--- src/rtl/regfile_gen.sv ---
// Parametrised decode-stage register file: NRD registered read ports, one write port, tap and x0.
// Define REGFILE_BYPASS_EN to forward same-cycle write data onto rd/tap.
//
// state | meaning
// CLEAR | sequencer zeroing registers 1..NREGS-1, ports inert, ready=0
// RUN   | normal read/write operation, ready=1
module regfile_gen #(
  parameter int XLEN    = 32,
  parameter int NREGS   = 32,
  parameter int NRD     = 2,
  parameter int TAP_REG = 1
) (
  input  logic                          clk,
  input  logic                          reset_n,
  input  logic                          stall,
  input  logic                          we,
  input  logic [$clog2(NREGS)-1:0]      wa,
  input  logic [XLEN-1:0]               wd,
  input  logic [NRD*$clog2(NREGS)-1:0]  ra,
  output logic [NRD*XLEN-1:0]           rd,
  output logic [NRD*$clog2(NREGS)-1:0]  ra_out,
  output logic [XLEN-1:0]               tap,
  output logic                          ready
);
  localparam int AW = $clog2(NREGS);
  localparam logic [AW-1:0] LAST_A = AW'(NREGS - 1);
  localparam logic [AW-1:0] TAP_A  = AW'(TAP_REG);

  typedef enum logic {CLEAR, RUN} state_t;

  state_t          state, state_next;
  logic [AW-1:0]   cnt;
  logic [XLEN-1:0] mem [NREGS];
  logic            clr_done, wr_run;
  logic            mem_we;
  logic [AW-1:0]   mem_wa;
  logic [XLEN-1:0] mem_wd;
  logic [XLEN-1:0] rd_next [NRD];
  logic [XLEN-1:0] tap_next;

  always_comb begin
    state_next = state;
    clr_done   = (state == CLEAR) && (cnt == LAST_A);
    if (clr_done) state_next = RUN;

    wr_run = (state == RUN) && we && (wa != '0);
    mem_we = (state == CLEAR) || wr_run;
    mem_wa = (state == CLEAR) ? cnt : wa;
    mem_wd = (state == CLEAR) ? '0 : wd;
  end

  // Register 0 is never written by the sequencer; address 0 is forced to zero on read instead.
  always_comb begin
    for (int i = 0; i < NRD; i++) begin
      rd_next[i] = mem[ra[i*AW +: AW]];
`ifdef REGFILE_BYPASS_EN
      if (wr_run && (wa == ra[i*AW +: AW])) rd_next[i] = wd;
`endif
      if (ra[i*AW +: AW] == '0) rd_next[i] = '0;
    end
    tap_next = mem[TAP_A];
`ifdef REGFILE_BYPASS_EN
    if (wr_run && (wa == TAP_A)) tap_next = wd;
`endif
  end

  always_ff @(posedge clk) begin
    if (!reset_n) state <= CLEAR;
    else          state <= state_next;
  end

  always_ff @(posedge clk) begin
    if (!reset_n) begin
      cnt   <= AW'(1);
      ready <= 1'b0;
    end else if (state == CLEAR) begin
      cnt <= cnt + AW'(1);
      if (clr_done) ready <= 1'b1;
    end
  end

  // Array has no reset; the clear sequencer owns initialisation.
  always_ff @(posedge clk) begin
    if (reset_n && mem_we) mem[mem_wa] <= mem_wd;
  end

  always_ff @(posedge clk) begin
    if (!reset_n || (state == CLEAR)) begin
      rd     <= '0;
      ra_out <= '0;
      tap    <= '0;
    end else if (!stall) begin
      for (int i = 0; i < NRD; i++) rd[i*XLEN +: XLEN] <= rd_next[i];
      ra_out <= ra;
      tap    <= tap_next;
    end
  end

endmodule

--- config.mk ---
export PLATFORM = sky130hd
export DESIGN_NAME = regfile_gen
export DESIGN_NICKNAME = d
export VERILOG_FILES = /design/src/rtl/regfile_gen.sv
export SDC_FILE = /design/constraint.sdc
export NUM_CORES = 1
export LEC_CHECK = 0
export CORE_ASPECT_RATIO = 1.4
export CORE_UTILIZATION = 55
export DETAILED_ROUTE_END_ITERATION = 10
export GPL_TIMING_DRIVEN = 0
export PLACE_DENSITY = 0.73
export RECOVER_POWER = 100
export SKIP_CTS_REPAIR_TIMING = 1
export SLEW_MARGIN = 25
export SYNTH_ARGS = -nofsm -noshare
export SYNTH_HDL_FRONTEND = slang
export SYNTH_SLANG_ARGS = --single-unit
--- constraint.sdc ---
create_clock -name clk -period 4.23 [get_ports clk]
set_input_delay 1.0575 -clock clk [delete_from_list [all_inputs] [get_ports clk]]
set_output_delay 1.0575 -clock clk [all_outputs]
set_load 0.005 [all_outputs]
## After elaboration in Yosys (flattened, before gate mapping)

Memory sizes are Yosys's and may differ from the RTL's. A register that Yosys moved wholly into a read port is not among the register bits.
Cells that the tools add are included.

- Word-level logic and storage cells: 27
- ROM bits: 0
- Output and inout port bits: 107
- Input bits: 51
- Bits in writable memories: 1,024
- Register bits: 81
- Memories kept: 1
- Bits in latches: 0

Memory list:

| memory | depth | bits a word | read ports | clocked after Yosys merged registers in | write ports | RTL line | RTL |
|---|---|---|---|---|---|---|---|
| mem | 32 | 32 | 3 | 1 | 1 | 33 | `logic [XLEN-1:0] mem [NREGS];` |

- Equality and inequality tests: 1
- $add $sub $neg: 1
- $lt $le $gt $ge: 0
- Reductions and logical operators: 12
- Shift operators: 0
- Bitwise operators: 1
- Multiplexer cells: 6
- Multipliers: 0
- Divide/modulo/power cells: 0

Operators by type and width:

| operator | number |
|---|---|
| 32-bit two-way mux | 3 |
| 5-bit zero test | 2 |
| 5-bit by 1-bit adder with 5-bit output, second input constant | 1 |
| 5-bit == test, second input constant | 1 |
| 5-bit two-way mux | 1 |
| 5-bit nonzero test | 1 |
| 1-bit logical AND | 4 |
| 1-bit zero test | 2 |
| 1-bit logical OR | 2 |
| 1-bit two-way mux | 2 |
| 2-bit AND reduction | 1 |
| 1-bit inverter | 1 |

## Longest topological paths before layout

Gate-level depths: netlist (run 1).

- Depth in word-level cells: 6
- Mapped depth: 9
- Mapped depth without buffers: 5

## Least setup slack after synthesis (run 1)

OpenSTA, ideal clock, no wires.

- Path type: input-to-reg
- Start: in reset_n
- End: mem mem[18][0] (enable)
- Buffers on the path: 1
- Setup slack: 0.657 ns
- Arrival: 3.152 ns
- Stages on the path: 4
- Path through: clkbuf_1 > a21boi_0 > nand3_1 > nor2_1

- Cells in the longest elaborated chain, start to end: 3

Ends and longest elaborated chain:

| item | RTL line | RTL |
|---|---|---|
| start, declared | 14 | `input logic reset_n,` |
| 1-bit logical AND | 84 | `if (reset_n && mem_we) mem[mem_wa] <= mem_wd;` |
| 1-bit two-way mux | 84 |  |
| 1-bit two-way mux (implied by the code) | 84 |  |
| end, declared | 33 |  |

No other way between the ends.

## Worst setup path in the final report (run 1)

- Start: in reset_n
- End: mem mem[5][13] (enable)

Same word-level chain as after synthesis.

==> reports/results.tsv, run 1 <==
metric	value	unit
status	finished, violations left	
violations	capacitance limit, slew limit, setup timing	
place_ws	-642	ps
cts_buffer_depth	3	
fmax	0.232	GHz
slew_violations	390	
drc_errors	0	
netlist_instances	2623	
final.setup.tns	-1540	ps
syn_area_per_cell	19.4	µm²
cap_violations	16	
ys_warn_count	0	
reg2regPathDepth	7	
p_per_area	403	nW/µm²
coreArea	91300	µm²
rows	131	
period_minus_slack	4310	ps
rsz0062_at_grt	true	
grt_max_degree	33	
arrival	4690	ps
final_nets	2994	
grt_pass1_vias	31800	
vias	31400	
crit_path_start_kind	primary input	
path_class	primary input to register	
grt_first_pass_wirelength	236000	µm
power.total	23.3	mW
antenna_left	0	
fin_util	0.635	
irDropWorstVdd	292	µV
skew	24.9	ps
synth-edff-count	1024	
drt-vias-per-instance	7.42	
numPortBuffers	151	
hpwl	118000	µm
critPathRequiredTime	4600	ps
crit_fanout	13	
critPathCapture	mem[5][13]$_DFFE_PP_	
routabilityCongestion	0.943	
clk_latency	710	ps
cts_buffers	103	
tightest_slew	1790	ps
finalCritPeriodShare	1.02	
antenna_found_initial	10	
synth_seq_cells	1136	
cts_root_buf	clkbuf_16	
ys_types	45	
async_reset_ff_frac	0	
firstDrtPassIters	5	
endpoint_kind	register	
p_leak	20.9	nW
finalWirelength	169000	µm
maxSlewHeadroom	-0.197	
clock_sinks	1136	
pin_count	158	
netlist_area	50800	µm²
r2r-start	state$_SDFFE_PN0P_	
grt_remaining_overflow	0	
die_w	259	µm
cts_tree	yes	
track_usage	0.367	
min_path_type	register to register	
die_area	93600	µm²
setup_viol	68	
wl_per_cell	39.9	µm
seq_area_frac_synth	0.649	
r2r_end	mem[31][15]$_DFFE_PP_	
drive_above_1_share	0.280	
synth-main-ff-cell	edfxtp_1	
area_growth	14.0	%
chipHeight	362	µm
r2r_setup_slack	-10	ps
fin_ws	-84.1	ps
drt_iter0_drc	4724	
initial_core_util	0.557	
cts.clk_slew.worst_paths	60	ps
syn_nets	2676	
cts_htree_levels	3	
crit_start	reset_n	
hold_violations	0	
-- cell usage after synthesis (all sizes together), types with 4 or more instances --
| library cell | count | area (µm²) |
|---|---|---|
| buf | 109 | 687 |
| mux4 | 479 | 10800 |
| nand3b | 4 | 30.0 |
| a22o | 63 | 552 |
| edfxtp | 1024 | 30700 |
| nand2b | 38 | 238 |
| a22oi | 32 | 240 |
| a2111oi | 63 | 552 |
| nor2 | 78 | 293 |
| nand3 | 37 | 185 |
| nor2b | 4 | 25.0 |
| o22ai | 62 | 388 |
| clkbuf | 98 | 368 |
| mux2i | 174 | 1740 |
| dfxtp | 112 | 2240 |
| o31ai | 31 | 233 |
| and2 | 34 | 213 |
| mux2 | 66 | 743 |
| nand2 | 83 | 312 |
| o21ai | 5 | 25.0 |
-- worst min path at each step --
| stage | cells after the start | slack (ps) | endpoint | startpoint |
|---|---|---|---|---|
| after detailed placement | 2 | 450 | rd[13]$_SDFFE_PP0N_ | rd[13]$_SDFFE_PP0N_ |
| final | 2 | 460 | rd[20]$_SDFFE_PP0N_ | rd[20]$_SDFFE_PP0N_ |
| after floorplan | 2 | 440 | rd[31]$_SDFFE_PP0N_ | rd[31]$_SDFFE_PP0N_ |
| after CTS | 2 | 460 | ra_out[9]$_SDFFE_PP0N_ | ra_out[9]$_SDFFE_PP0N_ |
| after global placement | 2 | 450 | rd[20]$_SDFFE_PP0N_ | rd[20]$_SDFFE_PP0N_ |
| after global routing | 2 | 480 | ra_out[9]$_SDFFE_PP0N_ | ra_out[9]$_SDFFE_PP0N_ |
-- sequential cells by signal (all words and copies together) (netlist names) --
name    cells
tap        32
state       1
ra_out     10
cnt         5
rd         64
mem      1024
-- logic make-up (layout without fill, tap and decap cells) --
family | after synthesis | after routing | synth area share
muxes | 719 | 719 | 0.261
other | 0 | 3 | 0
adders and majority gates | 2 | 2 | 0.000492
buffers and inverters | 209 | 615 | 0.0209
xor gates and xnor gates | 2 | 2 | 0.000345
AOI/OAI and AO/OA | 266 | 266 | 0.0408
and+or+nand+nor | 289 | 289 | 0.0270
DFF | 1136 | 1136 | 0.649
-- placed cells by master (no fill, tap or decap), drive strengths merged, types with 31 or more instances in the layout --
master / netlist / routed
mux4: 479 / 479
a22oi: 32 / 32
nand3: 37 / 37
dlygate4sd3: 0 / 110
dfxtp: 112 / 112
nor2: 78 / 78
o31ai: 31 / 31
and2: 34 / 34
a22o: 63 / 63
mux2i: 174 / 174
clkdlybuf4s50: 0 / 41
buf: 109 / 128
o22ai: 62 / 62
mux2: 66 / 66
edfxtp: 1024 / 1024
nand2b: 38 / 38
clkbuf: 98 / 281
a2111oi: 63 / 63
nand2: 83 / 83
-- where the power goes --
part	switching, mW	internal, mW	leakage [nW]
logic	0.895	0.617	7.36
registers	0.0498	12.1	11.9
clock network	4.24	5.38	1.65
total	5.19	18.1	20.9
-- stage by stage --
step                cells  hold slack [ps]  instance area [µm²]
finish               4229              459                57900
global route         4226              481                57900
CTS                  4226              463                59000
detailed placement   4033              453                55600
global placement     3971              448                53800
floorplan            2623              444                50800
-- cell type report --
type | count | area (µm²)
plain buffers | 207 | 1070
diodes | 3 | 7.51
inverters | 2 | 7.51
multi-input cells | 1278 | 16800
clock buffers | 144 | 2890
flip-flops and latches | 1136 | 33000
fillers | 6105 | 33400
repair buffers | 213 | 2170
clock inverters | 49 | 522
well taps | 1197 | 1500
-- critical path: stages --
cell and delay, ps:
dlygate4sd3_1 660, clkbuf_1 520, nand2_1 420, nor2_1 940
clkbuf_2 720, buf_6 330
-- layer usage --
layer,up-vias,wire length (µm),global-route usage
met5,-,26,0
met3,667,21700,0.0936
met4,4,11100,0.201
met1,16200,54400,0.452
met2,2727,81500,0.594
li1,11800,-,-
No activity file was read; power rests on OpenSTA's default activity.
==> run 2: changes to the inputs <==
--- a/config.mk
+++ b/config.mk
@@ -6,6 +6,7 @@
 export NUM_CORES = 1
 export LEC_CHECK = 0
 export CORE_ASPECT_RATIO = 1.4
+export CORE_MARGIN = 3
 export CORE_UTILIZATION = 55
 export DETAILED_ROUTE_END_ITERATION = 10
 export GPL_TIMING_DRIVEN = 0
@@ -16,3 +17,4 @@
 export SYNTH_ARGS = -nofsm -noshare
 export SYNTH_HDL_FRONTEND = slang
 export SYNTH_SLANG_ARGS = --single-unit
+export TNS_END_PERCENT = 100
==> run 2 against run 1 <==
The run still ends with capacitance limit, slew limit, setup timing left. Setup slack got worse by 34 ps. Routed wire length increased by 0.37%. Sequential power about the same. Critical path type unchanged. Largest cell class unchanged.
==> reports/results.tsv, run 2 (same netlist as run 1, synthesis figures left out) <==
metric	value	unit	change
status	finished, violations left		
violations	capacitance limit, slew limit, setup timing		
critPathCapture	rd[54]$_SDFFE_PP0N_		
final.setup.tns	-458	ps	+1080 ps
nFillCells	6075		-0.49%
internal_power	18.2	mW	+0.54%
crit_fanout	10		-3
postPlaceCellArea	55700	µm²	+0.20%
setup_viol	23		-66%
hpwl	118000	µm	+0.12%
vias	31200		-0.59%
fin_util	0.637		+0.00267
drc_errors	0		unchanged
coreArea	91300	µm²	unchanged
cp_slowest_cell	clkdlybuf4s50_1		
r2r-start	state$_SDFFE_PN0P_		
sw_frac_of_total	0.222		-0.000423
die_area	96100	µm²	+2.7%
p_per_area	403	nW/µm²	about the same
critPathRequiredTime	4790	ps	+190 ps
grt_pass1_vias	31900		+0.21%
numPortBuffers	151		unchanged
r2r_setup_slack	60	ps	+70 ps
pin_count	158		unchanged
cp_top_family	buffers and inverters		
switchingPower	5.20	mW	+0.29%
track_usage	0.354		-0.0125
cts_buffer_depth	3		unchanged
die_w	263	µm	+1.5%
p_leak	20.9	nW	+0.28%
antenna_found_initial	11		+1
hold_ws	452	ps	-6.89 ps
seq_power_share	0.520		-0.002
crit_start	ra[6]		
layout_common_cells	edfxtp_1, mux4_2, mux2i_1		
grt_first_pass_wirelength	237000	µm	+0.48%
skew	23.7	ps	-1.20 ps
path_cells	clkdlybuf4s50_1 > clkbuf_1 > clkbuf_1 > mux4_2 > mux2_2 > a22oi_1 > nand3_1		
path_class	primary input to register		
slew_violations	541		+39%
routabilityCongestion	0.935		-0.87%
rows	131		unchanged
crit_path_start_kind	primary input		
fmax	0.230	GHz	-0.77%
cts_htree_levels	3		unchanged
cts_root_buf	clkbuf_16		
cts_tree	yes		
maxSlewHeadroom	-0.167		+0.0295
hold_violations	0		unchanged
path_buf_inv	3		-1
fin_area	58200	µm²	+0.42%
tightest_slew	1750	ps	-44.3 ps
cpMostUsedCell	clkbuf_1		
cap_violations	21		+5
p_comb_frac	0.065		about the same
drt_iter0_drc	4696		-0.59%
firstDrtPassIters	7		+2
clk_latency	710	ps	about the same
r2r_end	mem[27][10]$_DFFE_PP_		
drive_above_1_share	0.285		+0.00533
mostFrequentLayoutCell	edfxtp_1		
reg2regPathDepth	8		+1
critPathMaxStageDelay	830	ps	-110 ps
grt_max_degree	33		unchanged
grt_remaining_overflow	0		unchanged
top_regs	mem x1024, rd x64, tap x32		
cts.clk_slew.worst_paths	70	ps	about the same
fin_ws	-118	ps	-33.6 ps
place_ws	-573	ps	+68.9 ps
rsz0062_at_grt	false		
area_growth	14.5	%	
cp_num_cells	7		+1
finalWirelength	169000	µm	+0.37%
irDropWorstVdd	277	µV	-5.2%
largest_register_ffs	1024		unchanged
min_path_type	register to register		
chipHeight	366	µm	+1.1%
period_minus_slack	4350	ps	+33.6 ps
final_nets	2996		+0.067%
arrival	4910	ps	+220 ps
initial_core_util	0.557		unchanged
clock_sinks	1136		unchanged
endpoint_kind	register		
antenna_left	0		unchanged
pwr-share-clk	0.415		+0.002
finalCritPeriodShare	1.03		+0.00795
regMostFlops	mem		
wl_per_cell	40.0	µm	+0.34%
cts_buffers	103		unchanged
drt-vias-per-instance	7.37		-0.61%
run 2: final cells by class:
class	count	area (µm²)	area share
well taps	1197	1500	0.0257
plain buffers	207	1070	0.0185
multi-input cells	1278	16800	0.288
repair buffers	215	2330	0.0401
clock buffers	135	2870	0.0494
flip-flops and latches	1136	33000	0.567
clock inverters	59	619	0.0106
inverters	2	7.51	0.000129
diodes	1	2.50	0.0000430
run 2: through the flow:
step | power [mW] | instances
after floorplan | 13.3 | 2623
after global placement | 13.9 | 3971
after detailed placement | 13.9 | 4035
after CTS | 23.5 | 4229
after global routing | 23.9 | 4229
final | 23.4 | 4230
run 2: worst min path at each step:
stage                          end  slack, ps           startpoint  cells past startpoint
6_report       rd[14]$_SDFFE_PP0N_        450  rd[14]$_SDFFE_PP0N_                      2
3_5_place_dp   rd[14]$_SDFFE_PP0N_        450  rd[14]$_SDFFE_PP0N_                      2
4_1_cts        rd[14]$_SDFFE_PP0N_        460  rd[14]$_SDFFE_PP0N_                      2
3_3_place_gp   rd[17]$_SDFFE_PP0N_        440  rd[17]$_SDFFE_PP0N_                      2
2_1_floorplan  rd[31]$_SDFFE_PP0N_        440  rd[31]$_SDFFE_PP0N_                      2
5_1_grt        rd[15]$_SDFFE_PP0N_        470  rd[15]$_SDFFE_PP0N_                      2
run 2: worst min-delay path, delay by kind of cell (launching register included):
kind / cells / cell delay (ps)
simple gates: 1 / 50
compound gates: 1 / 50
flops: 1 / 320
run 2: layer usage:
layer / up-vias / track usage / routed length [µm]
met3: 679 / 0.0841 / 20500
li1: 11800 / - / -
met5: - / 0 / 19
met2: 2601 / 0.579 / 81500
met1: 16100 / 0.438 / 55600
met4: 4 / 0.205 / 11800
run 2: power by group through the flow:
stage               clock (mW)  sequential (mW)  combinational [mW]
floorplan                    0             12.4               0.919
global placement             0             12.4                1.44
detailed placement           0             12.4                1.53
CTS                       9.75             12.2                1.53
global route              10.2             12.2                1.55
finish                    9.73             12.2                1.52
